### src/rtl/mem_seq_pkg.sv
// ---------------------------------------------------------------------------
// mem_seq_pkg
// Shared definitions for the memory-class instruction sequencer: the state
// enumeration (also exported on state_dbg), opcode encodings, the ALU add
// encoding and the default wait budget for the memory-ready handshake.
// ---------------------------------------------------------------------------
package mem_seq_pkg;

   typedef enum logic [3:0] {
      IDLE     = 4'd0,
      FETCH0   = 4'd1,
      FETCH1   = 4'd2,
      FETCH_RD = 4'd3,
      FETCH2   = 4'd4,
      DECODE   = 4'd5,
      BASE     = 4'd6,
      ADDR     = 4'd7,
      LDI_WB   = 4'd8,
      MAR      = 4'd9,
      MEM_RD   = 4'd10,
      LD_WB    = 4'd11,
      ST_DATA  = 4'd12,
      MEM_WR   = 4'd13,
      END      = 4'd14
   } seqState_t;

   localparam int            OPCODE_W_DEF = 5;
   localparam int            ALU_OP_W_DEF = 4;
   localparam logic [3:0]    ALU_ADD_DEF  = 4'b0010;
   localparam logic [4:0]    OP_LD_DEF    = 5'b00000;
   localparam logic [4:0]    OP_LDI_DEF   = 5'b00001;
   localparam logic [4:0]    OP_ST_DEF    = 5'b00010;
   localparam int            WAIT_MAX_DEF = 15;

   // States in which the sequencer is stalled on the memory-ready handshake.
   function automatic logic isWaitState(input seqState_t s);
      return (s == FETCH_RD) || (s == MEM_RD) || (s == MEM_WR);
   endfunction

endpackage

### src/rtl/mem_wait_timer.sv
// ---------------------------------------------------------------------------
// mem_wait_timer
// Counts stalled cycles while the sequencer waits for mem_ready and flags
// the cycle in which the wait budget runs out.
//   clk       : system clock, rising edge
//   reset     : asynchronous, active-high reset
//   i_clear   : clear the counter (state change of the sequencer)
//   i_enable  : sequencer is in a wait state
//   i_ready   : mem_ready from memory
//   o_expire  : this cycle is the last allowed one and ready is still low
// ---------------------------------------------------------------------------
module mem_wait_timer #(
   parameter int WAIT_MAX = 15
) (
   input  logic clk,
   input  logic reset,
   input  logic i_clear,
   input  logic i_enable,
   input  logic i_ready,
   output logic o_expire
);

   // Counter value seen during the final permitted wait cycle; ready in that
   // same cycle still wins over the timeout.
   localparam logic [7:0] LAST_COUNT = 8'(WAIT_MAX - 1);

   logic [7:0] r_count;

   // Stall counter: cleared whenever the sequencer changes state, so it
   // starts from zero on entry to each wait state and is left clean on exit.
   always_ff @(posedge clk or posedge reset) begin
      if (reset) begin
         r_count <= 8'd0;
      end else if (i_clear) begin
         r_count <= 8'd0;
      end else if (i_enable && !i_ready) begin
         r_count <= r_count + 8'd1;
      end
   end

   assign o_expire = i_enable && !i_ready && (r_count == LAST_COUNT);

endmodule

### src/rtl/mem_op_sequencer.sv
// ---------------------------------------------------------------------------
// mem_op_sequencer
// Hardwired control sequencer producing datapath strobes for instruction
// fetch and the ld / ldi / st instructions, with a memory-ready handshake,
// wait timeout, run/stop control and illegal-opcode detection.
//   clk, reset        : clock (rising edge), asynchronous active-high reset
//   run               : level, fetching continues while high (sampled in
//                       IDLE and END only)
//   ir                : instruction register, opcode in ir[31 -: OPCODE_W]
//   mem_ready         : memory completes the current read/write this cycle
//   pc_out .. ba_out  : datapath strobes
//   alu_op            : ALU operation select
//   done              : pulse on instruction completion
//   illegal           : registered pulse after decoding an unsupported opcode
//   mem_fault         : registered pulse after a mem_ready timeout
//   state_dbg         : current state encoding
// ---------------------------------------------------------------------------
module mem_op_sequencer
   import mem_seq_pkg::*;
#(
   parameter int                    OPCODE_W = OPCODE_W_DEF,
   parameter int                    ALU_OP_W = ALU_OP_W_DEF,
   parameter logic [ALU_OP_W-1:0]   ALU_ADD  = ALU_ADD_DEF,
   parameter logic [OPCODE_W-1:0]   OP_LD    = OP_LD_DEF,
   parameter logic [OPCODE_W-1:0]   OP_LDI   = OP_LDI_DEF,
   parameter logic [OPCODE_W-1:0]   OP_ST    = OP_ST_DEF,
   parameter int                    WAIT_MAX = WAIT_MAX_DEF
) (
   input  logic                clk,
   input  logic                reset,
   input  logic                run,
   input  logic [31:0]         ir,
   input  logic                mem_ready,
   output logic                pc_out,
   output logic                pc_in,
   output logic                inc_pc,
   output logic                mar_in,
   output logic                mdr_in,
   output logic                mdr_out,
   output logic                read,
   output logic                write,
   output logic                ir_in,
   output logic                y_in,
   output logic                z_in,
   output logic                z_low_out,
   output logic                c_out,
   output logic                gra,
   output logic                grb,
   output logic                r_in,
   output logic                r_out,
   output logic                ba_out,
   output logic [ALU_OP_W-1:0] alu_op,
   output logic                done,
   output logic                illegal,
   output logic                mem_fault,
   output logic [3:0]          state_dbg
);

   seqState_t             r_state;
   seqState_t             w_nextState;
   logic                  r_isLd;
   logic                  r_isLdi;
   logic                  r_illegal;
   logic                  r_memFault;
   logic                  w_expire;
   logic [OPCODE_W-1:0]   w_opcode;
   logic                  w_legal;
   logic                  w_unusedIr;

   assign w_opcode   = ir[31 -: OPCODE_W];
   assign w_legal    = (w_opcode == OP_LD) || (w_opcode == OP_LDI) || (w_opcode == OP_ST);
   assign w_unusedIr = ^ir[31-OPCODE_W:0];

   // Wait budget shared by all three handshake states; any state change
   // clears it.
   mem_wait_timer #(
      .WAIT_MAX (WAIT_MAX)
   ) u_waitTimer (
      .clk      (clk),
      .reset    (reset),
      .i_clear  (w_nextState != r_state),
      .i_enable (isWaitState(r_state)),
      .i_ready  (mem_ready),
      .o_expire (w_expire)
   );

   // State register plus the opcode class captured in DECODE (later branches
   // use the captured class so a changing ir cannot redirect the sequence).
   // The illegal and fault pulses are registered so they appear in the first
   // IDLE cycle after the aborting transition.
   always_ff @(posedge clk or posedge reset) begin
      if (reset) begin
         r_state    <= IDLE;
         r_isLd     <= 1'b0;
         r_isLdi    <= 1'b0;
         r_illegal  <= 1'b0;
         r_memFault <= 1'b0;
      end else begin
         r_state    <= w_nextState;
         r_illegal  <= (r_state == DECODE) && !w_legal;
         r_memFault <= w_expire;
         if (r_state == DECODE) begin
            r_isLd  <= (w_opcode == OP_LD);
            r_isLdi <= (w_opcode == OP_LDI);
         end
      end
   end

   // Next-state logic. A ready in a wait state always takes priority over
   // the timeout, so ready in the last budgeted cycle is a success.
   always_comb begin
      w_nextState = r_state;
      case (r_state)
         IDLE:     if (run) w_nextState = FETCH0;
         FETCH0:   w_nextState = FETCH1;
         FETCH1:   w_nextState = FETCH_RD;
         FETCH_RD: begin
            if (mem_ready)     w_nextState = FETCH2;
            else if (w_expire) w_nextState = IDLE;
         end
         FETCH2:   w_nextState = DECODE;
         DECODE:   w_nextState = w_legal ? BASE : IDLE;
         BASE:     w_nextState = ADDR;
         ADDR:     w_nextState = r_isLdi ? LDI_WB : MAR;
         LDI_WB:   w_nextState = END;
         MAR:      w_nextState = r_isLd ? MEM_RD : ST_DATA;
         MEM_RD: begin
            if (mem_ready)     w_nextState = LD_WB;
            else if (w_expire) w_nextState = IDLE;
         end
         LD_WB:    w_nextState = END;
         ST_DATA:  w_nextState = MEM_WR;
         MEM_WR: begin
            if (mem_ready)     w_nextState = END;
            else if (w_expire) w_nextState = IDLE;
         end
         END:      w_nextState = run ? FETCH0 : IDLE;
         default:  w_nextState = IDLE;
      endcase
   end

   // Strobe decode from the current state. mdr_in in the read states and
   // done in MEM_WR follow mem_ready directly so the data latch and the
   // completion pulse line up with the memory's completion cycle.
   always_comb begin
      pc_out    = 1'b0;
      pc_in     = 1'b0;
      inc_pc    = 1'b0;
      mar_in    = 1'b0;
      mdr_in    = 1'b0;
      mdr_out   = 1'b0;
      read      = 1'b0;
      write     = 1'b0;
      ir_in     = 1'b0;
      y_in      = 1'b0;
      z_in      = 1'b0;
      z_low_out = 1'b0;
      c_out     = 1'b0;
      gra       = 1'b0;
      grb       = 1'b0;
      r_in      = 1'b0;
      r_out     = 1'b0;
      ba_out    = 1'b0;
      alu_op    = '0;
      done      = 1'b0;
      case (r_state)
         FETCH0: begin
            pc_out = 1'b1; mar_in = 1'b1; inc_pc = 1'b1; z_in = 1'b1;
            alu_op = ALU_ADD;
         end
         FETCH1:   begin z_low_out = 1'b1; pc_in = 1'b1; end
         FETCH_RD: begin read = 1'b1; mdr_in = mem_ready; end
         FETCH2:   begin mdr_out = 1'b1; ir_in = 1'b1; end
         BASE:     begin grb = 1'b1; ba_out = 1'b1; y_in = 1'b1; end
         ADDR:     begin c_out = 1'b1; z_in = 1'b1; alu_op = ALU_ADD; end
         LDI_WB:   begin z_low_out = 1'b1; gra = 1'b1; r_in = 1'b1; done = 1'b1; end
         MAR:      begin z_low_out = 1'b1; mar_in = 1'b1; end
         MEM_RD:   begin read = 1'b1; mdr_in = mem_ready; end
         LD_WB:    begin mdr_out = 1'b1; gra = 1'b1; r_in = 1'b1; done = 1'b1; end
         ST_DATA:  begin gra = 1'b1; r_out = 1'b1; mdr_in = 1'b1; end
         MEM_WR:   begin write = 1'b1; done = mem_ready; end
         default:  begin end
      endcase
   end

   assign illegal   = r_illegal;
   assign mem_fault = r_memFault;
   assign state_dbg = r_state;

endmodule

### config.mk
export PLATFORM = sky130hd
export DESIGN_NAME = mem_op_sequencer
export DESIGN_NICKNAME = d
export VERILOG_FILES = /design/src/rtl/mem_seq_pkg.sv /design/src/rtl/mem_wait_timer.sv /design/src/rtl/mem_op_sequencer.sv
export SDC_FILE = /design/constraint.sdc
export NUM_CORES = 1
export LEC_CHECK = 0
export BUFFER_PORTS_ARGS = -buffer_cell sky130_fd_sc_hd__clkbuf_2
export CAP_MARGIN = 25
export CORE_MARGIN = 3
export CORE_UTILIZATION = 41
export DETAILED_ROUTE_END_ITERATION = 12
export PLACE_DENSITY = 0.74
export SYNTH_ARGS = -nofsm -noshare
export SYNTH_HDL_FRONTEND = slang
export SYNTH_HIERARCHICAL = 1
export SYNTH_SLANG_ARGS = --single-unit
### constraint.sdc
create_clock -name clk -period 3.2 [get_ports clk]
set_input_delay 0.32 -clock clk [delete_from_list [all_inputs] [get_ports clk]]
set_output_delay 0.32 -clock clk [all_outputs]
set_load 0.05 [all_outputs]
==> flow_summary.toml, run 1 <==
[clock_network]
clock_path_buffers = 2
cts_setup_buffers = 0
cts_inserted_buffers = 3
clock-sinks = 16
cts_root_buffer = "clkbuf_4"
htreeDepth = 1
clock_latency_ps = 300
cts.repair.resized = 0
clkTransAtPathRegs_ps = 100
cts_hold_buf = 1
cts_tree = "yes"

[placed_design]
gp_congestion = 0.844
hpwl_um = 2480
dp.cells = 230
portBuffers = 34

[floorplanning]
rows = 19
fp.dieH_um = 61.7
dieArea_sq_um = 3800
die_w_um = 61.7
num_io_pins = 65
coreArea_sq_um = 2850
start_util_pct = 44.6

[drt]
ant_nets = 0
first_pass_iters = 5
drc_errors = 0
routed_via_density = 5.58
vias = 1312
routed_wl_um = 3260
initialDrtViolationCount = 33
avgRoutedWirePerCell_um = 13.9

[critical_path]
ff2ff_setup_slack_ps = 300
crit_path_start_kind = "flop"
cp.arrival_ps = 3070
cp-endpoint = "u_waitTimer/r_count[2]"
worst_path_max_delay_cell = "dfrtp_1"
crit_fanout = 8
path_depth = 13
cp_num_buf_inv = 2
critPathCaptureType = "flop"
crit_chain = "or2_1 -> o21ai_0 -> nand2_1 -> o21ai_2 -> nand4b_4 -> nor3_1 -> buf_4 -> nor2b_2 -> o22ai_1 -> a222oi_1 -> inv_1 -> o2111ai_2 -> nor2_1"
cp_data_required_time_ps = 3370
r2r_start = "state_dbg[2]"
critPathLaunch = "state_dbg[2]"
critPathTopFamily = "compound AO/OA/AOI/OAI gates"
max_stage_delay_ps = 450
reg2regPathDepth = 13
crit_type = "reg -> reg"
reg2reg_to = "u_waitTimer/r_count[2]"

[synth]
synth_ff_type = "dfrtp_1"
syn_avg_cell_area_sq_um = 7.66
synth-edff-count = 0
synth_area_sq_um = 1270
synth_area_leaders = "dfrtp_1 (31%), nor2_1 (6.2%), a21oi_1 (4.7%)"
ys_top_cells_by_count = "nor2_1 (21), dfrtp_1 (16), nand2_1 (14)"
synthCells = 166
synth_top_cell_area_share_pct = 31.5
postSynth.asyncResetShare_pct = 100
ys_seq_area_share_pct = 31.5
ys_warn_count = 6
synth.most_common_cell = "nor2_1"
synth_top_area_cell = "dfrtp_1"
synth_cell_types = 43
synth-seq-cells = 16

[power_and_ir_drop]
pwr-share-seq_pct = 16.2
power_leakage_uw = 0.000740
switching_share_pct = 60.6
p_int_uw = 702
peakVddDrop_uv = 734
p_comb_share_pct = 76.0
p_clk_share_pct = 7.9
power_density_nw_per_um2 = 1150
p_sw_uw = 1080

[final_layout]
finalNonFillerCells = 235
n_antenna_cell = 0
final_nets = 243
syn_to_final_growth_pct = 21.4
fin_util_pct = 54.1
final_layout_size_suffix_gt1_share_pct = 29.9

[sta]
relSlewSlack_pct = 54.3
worstMarginPinSlew_ps = 684
drv_slew = 0
hold_viol = 0
finalSetupViolCount = 0
period_needed_ps = 2900
rsz0062_at_grt = "no"
final.setup.tns_ps = 0
fmax_ghz = 0.345
skew_ps = 8.65
period_share_pct = 90.6

[global_routing]
grt_pass1_vias = 1132
grt_remaining_overflow = 0
grt_pass1_wl_um = 5460
grt_usage_pct = 19.4
grt_antenna_before_repair = 0
grt_max_degree = 25

[worst_hold_path]
hp-class = "in -> reg"

[job]
cap_violations = 0

[run_status]
status = "finished clean"
## metrics by stage
| stage | hold slack (ps) | power, uW | worst slack [ps] | area, sq um |
|---|---|---|---|---|
| 4_1_cts | 265 | 1780 | 309 | 1540 |
| 3_3_place_gp | 274 | 1610 | 411 | 1500 |
| 6_report | 272 | 1780 | 300 | 1540 |
| 3_5_place_dp | 292 | 1630 | 343 | 1500 |
| 2_1_floorplan | 136 | 1350 | 35.6 | 1290 |
| 5_1_grt | 268 | 1900 | 49.8 | 1540 |
## routing by layer
metal / share of wire (%) / wire length, um / global-route usage, %
met2: 43 / 1400 / 26.5
met1: 49 / 1600 / 31.1
met3: 7.0 / 227 / 1.89
met4: 1.1 / 36 / 6.36
met5: 0 / 0 / 0
## kinds of logic after synthesis
group | Yosys count | synth area share, %
adder cells (fa/ha/maj) | 2 | 1.97
other | 1 | 0.295
flip-flops | 16 | 31.5
AO/OA/AOI/OAI | 44 | 22.4
XOR/XNOR | 3 | 2.07
AND/OR/NAND/NOR | 75 | 31.1
buffers and inverters | 25 | 10.6
## how the worst min path moves through the flow
stage,to,cells past startpoint,start,slack [ps]
2_1_floorplan,illegal,1,reset,140
3_3_place_gp,u_waitTimer/r_count[7],2,reset,270
3_5_place_dp,u_waitTimer/r_count[7],2,reset,290
4_1_cts,r_isLdi,3,ir[27],260
5_1_grt,r_isLdi,3,ir[27],270
6_report,r_isLdi,3,ir[27],270
## layout make-up
cell class | count | area [sq um]
sequential | 16 | 403
fill | 282 | 1310
timing repair buffer | 49 | 285
multi-input combinational | 127 | 749
inverter | 8 | 30.0
clock buffer | 4 | 36.3
tap | 31 | 38.8
## sequential cells by signal (all words and copies together), names as in the netlist
| register | cells |
|---|---|
| r_isLdi | 1 |
| u_waitTimer/r_count | 8 |
| illegal | 1 |
| state_dbg | 4 |
| r_isLd | 1 |
| mem_fault | 1 |
## tightest hold or removal path: cells and delay by family
kind                   cells  cell delay (ps)
buffers and inverters      1              100
AND/OR/NAND/NOR            2              120
## power by group through the flow
stage / clock network [uW] / registers (uW) / logic [uW]
2_1_floorplan: 0 / 393 / 956
3_3_place_gp: 0 / 288 / 1320
3_5_place_dp: 0 / 290 / 1340
4_1_cts: 146 / 286 / 1350
5_1_grt: 156 / 294 / 1450
6_report: 140 / 288 / 1350
## cells in the final DEF, fill, tap and decap left out, drive strengths merged, types with 2 or more instances in the layout
| cell | netlist | layout |
|---|---|---|
| clkbuf | 2 | 38 |
| nor2 | 21 | 21 |
| dfrtp | 16 | 16 |
| nand2 | 14 | 14 |
| buf | 15 | 14 |
| a21oi | 12 | 12 |
| o21ai | 11 | 11 |
| inv | 8 | 8 |
| nor3 | 8 | 8 |
| nand2b | 6 | 6 |
| nand3 | 6 | 6 |
| nor2b | 6 | 6 |
| or3 | 4 | 4 |
| o31ai | 3 | 3 |
| nand3b | 3 | 3 |
| conb | 1 | 3 |
| o221ai | 2 | 2 |
| a211oi | 2 | 2 |
| a31oi | 2 | 2 |
| o22ai | 2 | 2 |
| xnor2 | 2 | 2 |
| or4 | 2 | 2 |
| ha | 2 | 2 |
(Power assumes the default switching activity.)
==> inputs of run 2 (changes only) <==
ABC_AREA = 1   (was unset)
PLACE_DENSITY = 0.73   (was 0.74)
==> flow_summary.toml, run 2 <==
[drt]
routed_wl_um = 3020
avgRoutedWirePerCell_um = 10.8
initialDrtViolationCount = 39
ant_nets = 0
drc_errors = 0
routed_via_density = 4.65
first_pass_iters = 4
vias = 1302

[sta]
fmax_ghz = 0.355
rsz0062_at_grt = "no"
period_share_pct = 88.0
final.setup.tns_ps = 0
hold_viol = 0
finalSetupViolCount = 0
period_needed_ps = 2820
drv_slew = 0
skew_ps = 1.26

[job]
cap_violations = 0

[critical_path]
max_stage_delay_ps = 500
critPathTopFamily = "simple AND/OR/NAND/NOR gates"
reg2regPathDepth = 25
crit_fanout = 9
critPathLaunch = "state_dbg[2]"
reg2reg_to = "u_waitTimer/r_count[5]"
r2r_start = "state_dbg[2]"
worst_path_max_delay_cell = "dfrtp_2"
cp.arrival_ps = 3020
crit_type = "reg -> reg"
cp_num_buf_inv = 6
ff2ff_setup_slack_ps = 380
cpMostUsedCell = "nand2_1"
critPathCaptureType = "flop"
cp_data_required_time_ps = 3400
crit_path_start_kind = "flop"

[power_and_ir_drop]
power_leakage_uw = 0.000875
power_density_nw_per_um2 = 1020
finalPower_uw = 1610
peakVddDrop_uv = 874

[final_layout]
n_antenna_cell = 0
syn_to_final_growth_pct = 18.8
largest_reg_flops = 8
final_nets = 275
multi_input_area_sq_um = 721
layout_commonest_cell = "nand2_1"
regArea_sq_um = 403
nFillCells = 320
final_cell_mix = "nand2_1 (38), clkbuf_2 (34), inv_1 (29)"
final_layout_size_suffix_gt1_share_pct = 36.0
max_flop_register = "u_waitTimer/r_count"

[floorplanning]
dieArea_sq_um = 3970
rows = 20
fp.dieH_um = 63.0
coreArea_sq_um = 3080
start_util_pct = 43.3
num_io_pins = 65
die_w_um = 63.0

[placed_design]
portBuffers = 34
gp_congestion = 0.958
hpwl_um = 2470

[synth]
synth-edff-count = 0
synth_area_leaders = "dfrtp_1 (30%), nand2_1 (11%), inv_1 (8.2%)"
ys_warn_count = 6
synth-seq-cells = 16
syn_avg_cell_area_sq_um = 6.70
synth.most_common_cell = "nand2_1"
ys_top_cells_by_count = "nand2_1 (38), inv_1 (29), nor2_1 (26)"
synthCells = 199
synth_ff_type = "dfrtp_1"
synth_cell_types = 30
synth_top_cell_area_share_pct = 30.0
postSynth.asyncResetShare_pct = 100
ys_seq_area_share_pct = 30.0
synth_area_sq_um = 1330
synth_top_area_cell = "dfrtp_1"

[global_routing]
grt_antenna_before_repair = 0
grt_max_degree = 10
grt_remaining_overflow = 0
grt_pass1_wl_um = 5280
grt_usage_pct = 16.3
grt_pass1_vias = 1197

[run_status]
status = "finished clean"

[worst_hold_path]
hold_start = "ir[28]"
worstHoldEndpoint = "r_isLd"
hold_path_depth = 2
hp-class = "in -> reg"

[clock_network]
clock-sinks = 16
cts_inserted_buffers = 3
clock_latency_ps = 290
cts_tree = "yes"
clkTransAtPathRegs_ps = 100
htreeDepth = 1
cts_root_buffer = "clkbuf_4"
clock_path_buffers = 2
-- run 2: cell types whose count changed in the layout (fill, tap and decap cells not counted), moves of 9 or more --
cell,delta
nand2_1,+24
nand2_2,+15
buf_4,-9
inv_1,+21
-- run 2: worst max path at each step --
| stage | end | slack, ps | cells past startpoint |
|---|---|---|---|
| 3_3_place_gp | u_waitTimer/r_count[5] | 330 | 25 |
| 2_1_floorplan | alu_op[1] | 350 | 4 |
| 4_1_cts | u_waitTimer/r_count[5] | 260 | 26 |
| 5_1_grt | u_waitTimer/r_count[5] | 4 | 25 |
| 6_report | u_waitTimer/r_count[5] | 380 | 25 |
| 3_5_place_dp | u_waitTimer/r_count[5] | 300 | 25 |
-- run 2: per-layer routing --
layer | part of all wire (%) | track usage, % | up-vias | wire length [um]
met5 | 0 | 0 | - | 0
met4 | 0.70 | 5.23 | 0 | 21
met3 | 5.0 | 3.60 | 2 | 150
met2 | 47 | 25.6 | 34 | 1410
met1 | 48 | 22.1 | 582 | 1440
li1 | - | - | 684 | -
-- run 2: where the power goes --
part           switching (uW)  internal, uW
registers                56.7           245
clock network            72.1          69.4
logic                     867           298
total                     996           613
-- run 2: logic make-up (layout without fill, tap and decap cells) --
kind of cell	count (synthesis)	in the layout	synth area share (%)
AOI/OAI and AO/OA	24	24	10.5
adders and majority gates	2	2	1.88
buffers and inverters	48	83	16.9
DFF	16	16	30.0
other	1	3	0.281
and+or+nand+nor	108	108	40.4
-- run 2: layout make-up --
cell class / count / area share, %
timing repair buffer: 40 / 13.8
multi-input combinational: 137 / 45.5
clock buffer: 4 / 2.29
sequential: 16 / 25.5
tap: 44 / 3.48
inverter: 39 / 9.49
-- run 2: metrics by stage --
step | hold slack, ps | cell area, sq um | setup WS (ps) | cells | utilization [%]
after global placement | 296 | 1510 | 332 | 273 | 49.1
after detailed placement | 290 | 1510 | 300 | 273 | 49.1
after global routing | 243 | 1580 | 3.93 | 280 | 51.4
after floorplan | 136 | 1340 | 346 | 201 | -
final | 229 | 1580 | 383 | 280 | 51.4
after CTS | 226 | 1560 | 264 | 278 | 50.7
-- run 2: timing repair --
item | 4_1_cts | 5_1_grt
buffers inserted | 0 | 2
endpoints found under the hold margin | 16 | 0
endpoints found under the setup margin | 0 | 3
resized for setup | 0 | 4
hold buffers | 1 | 0
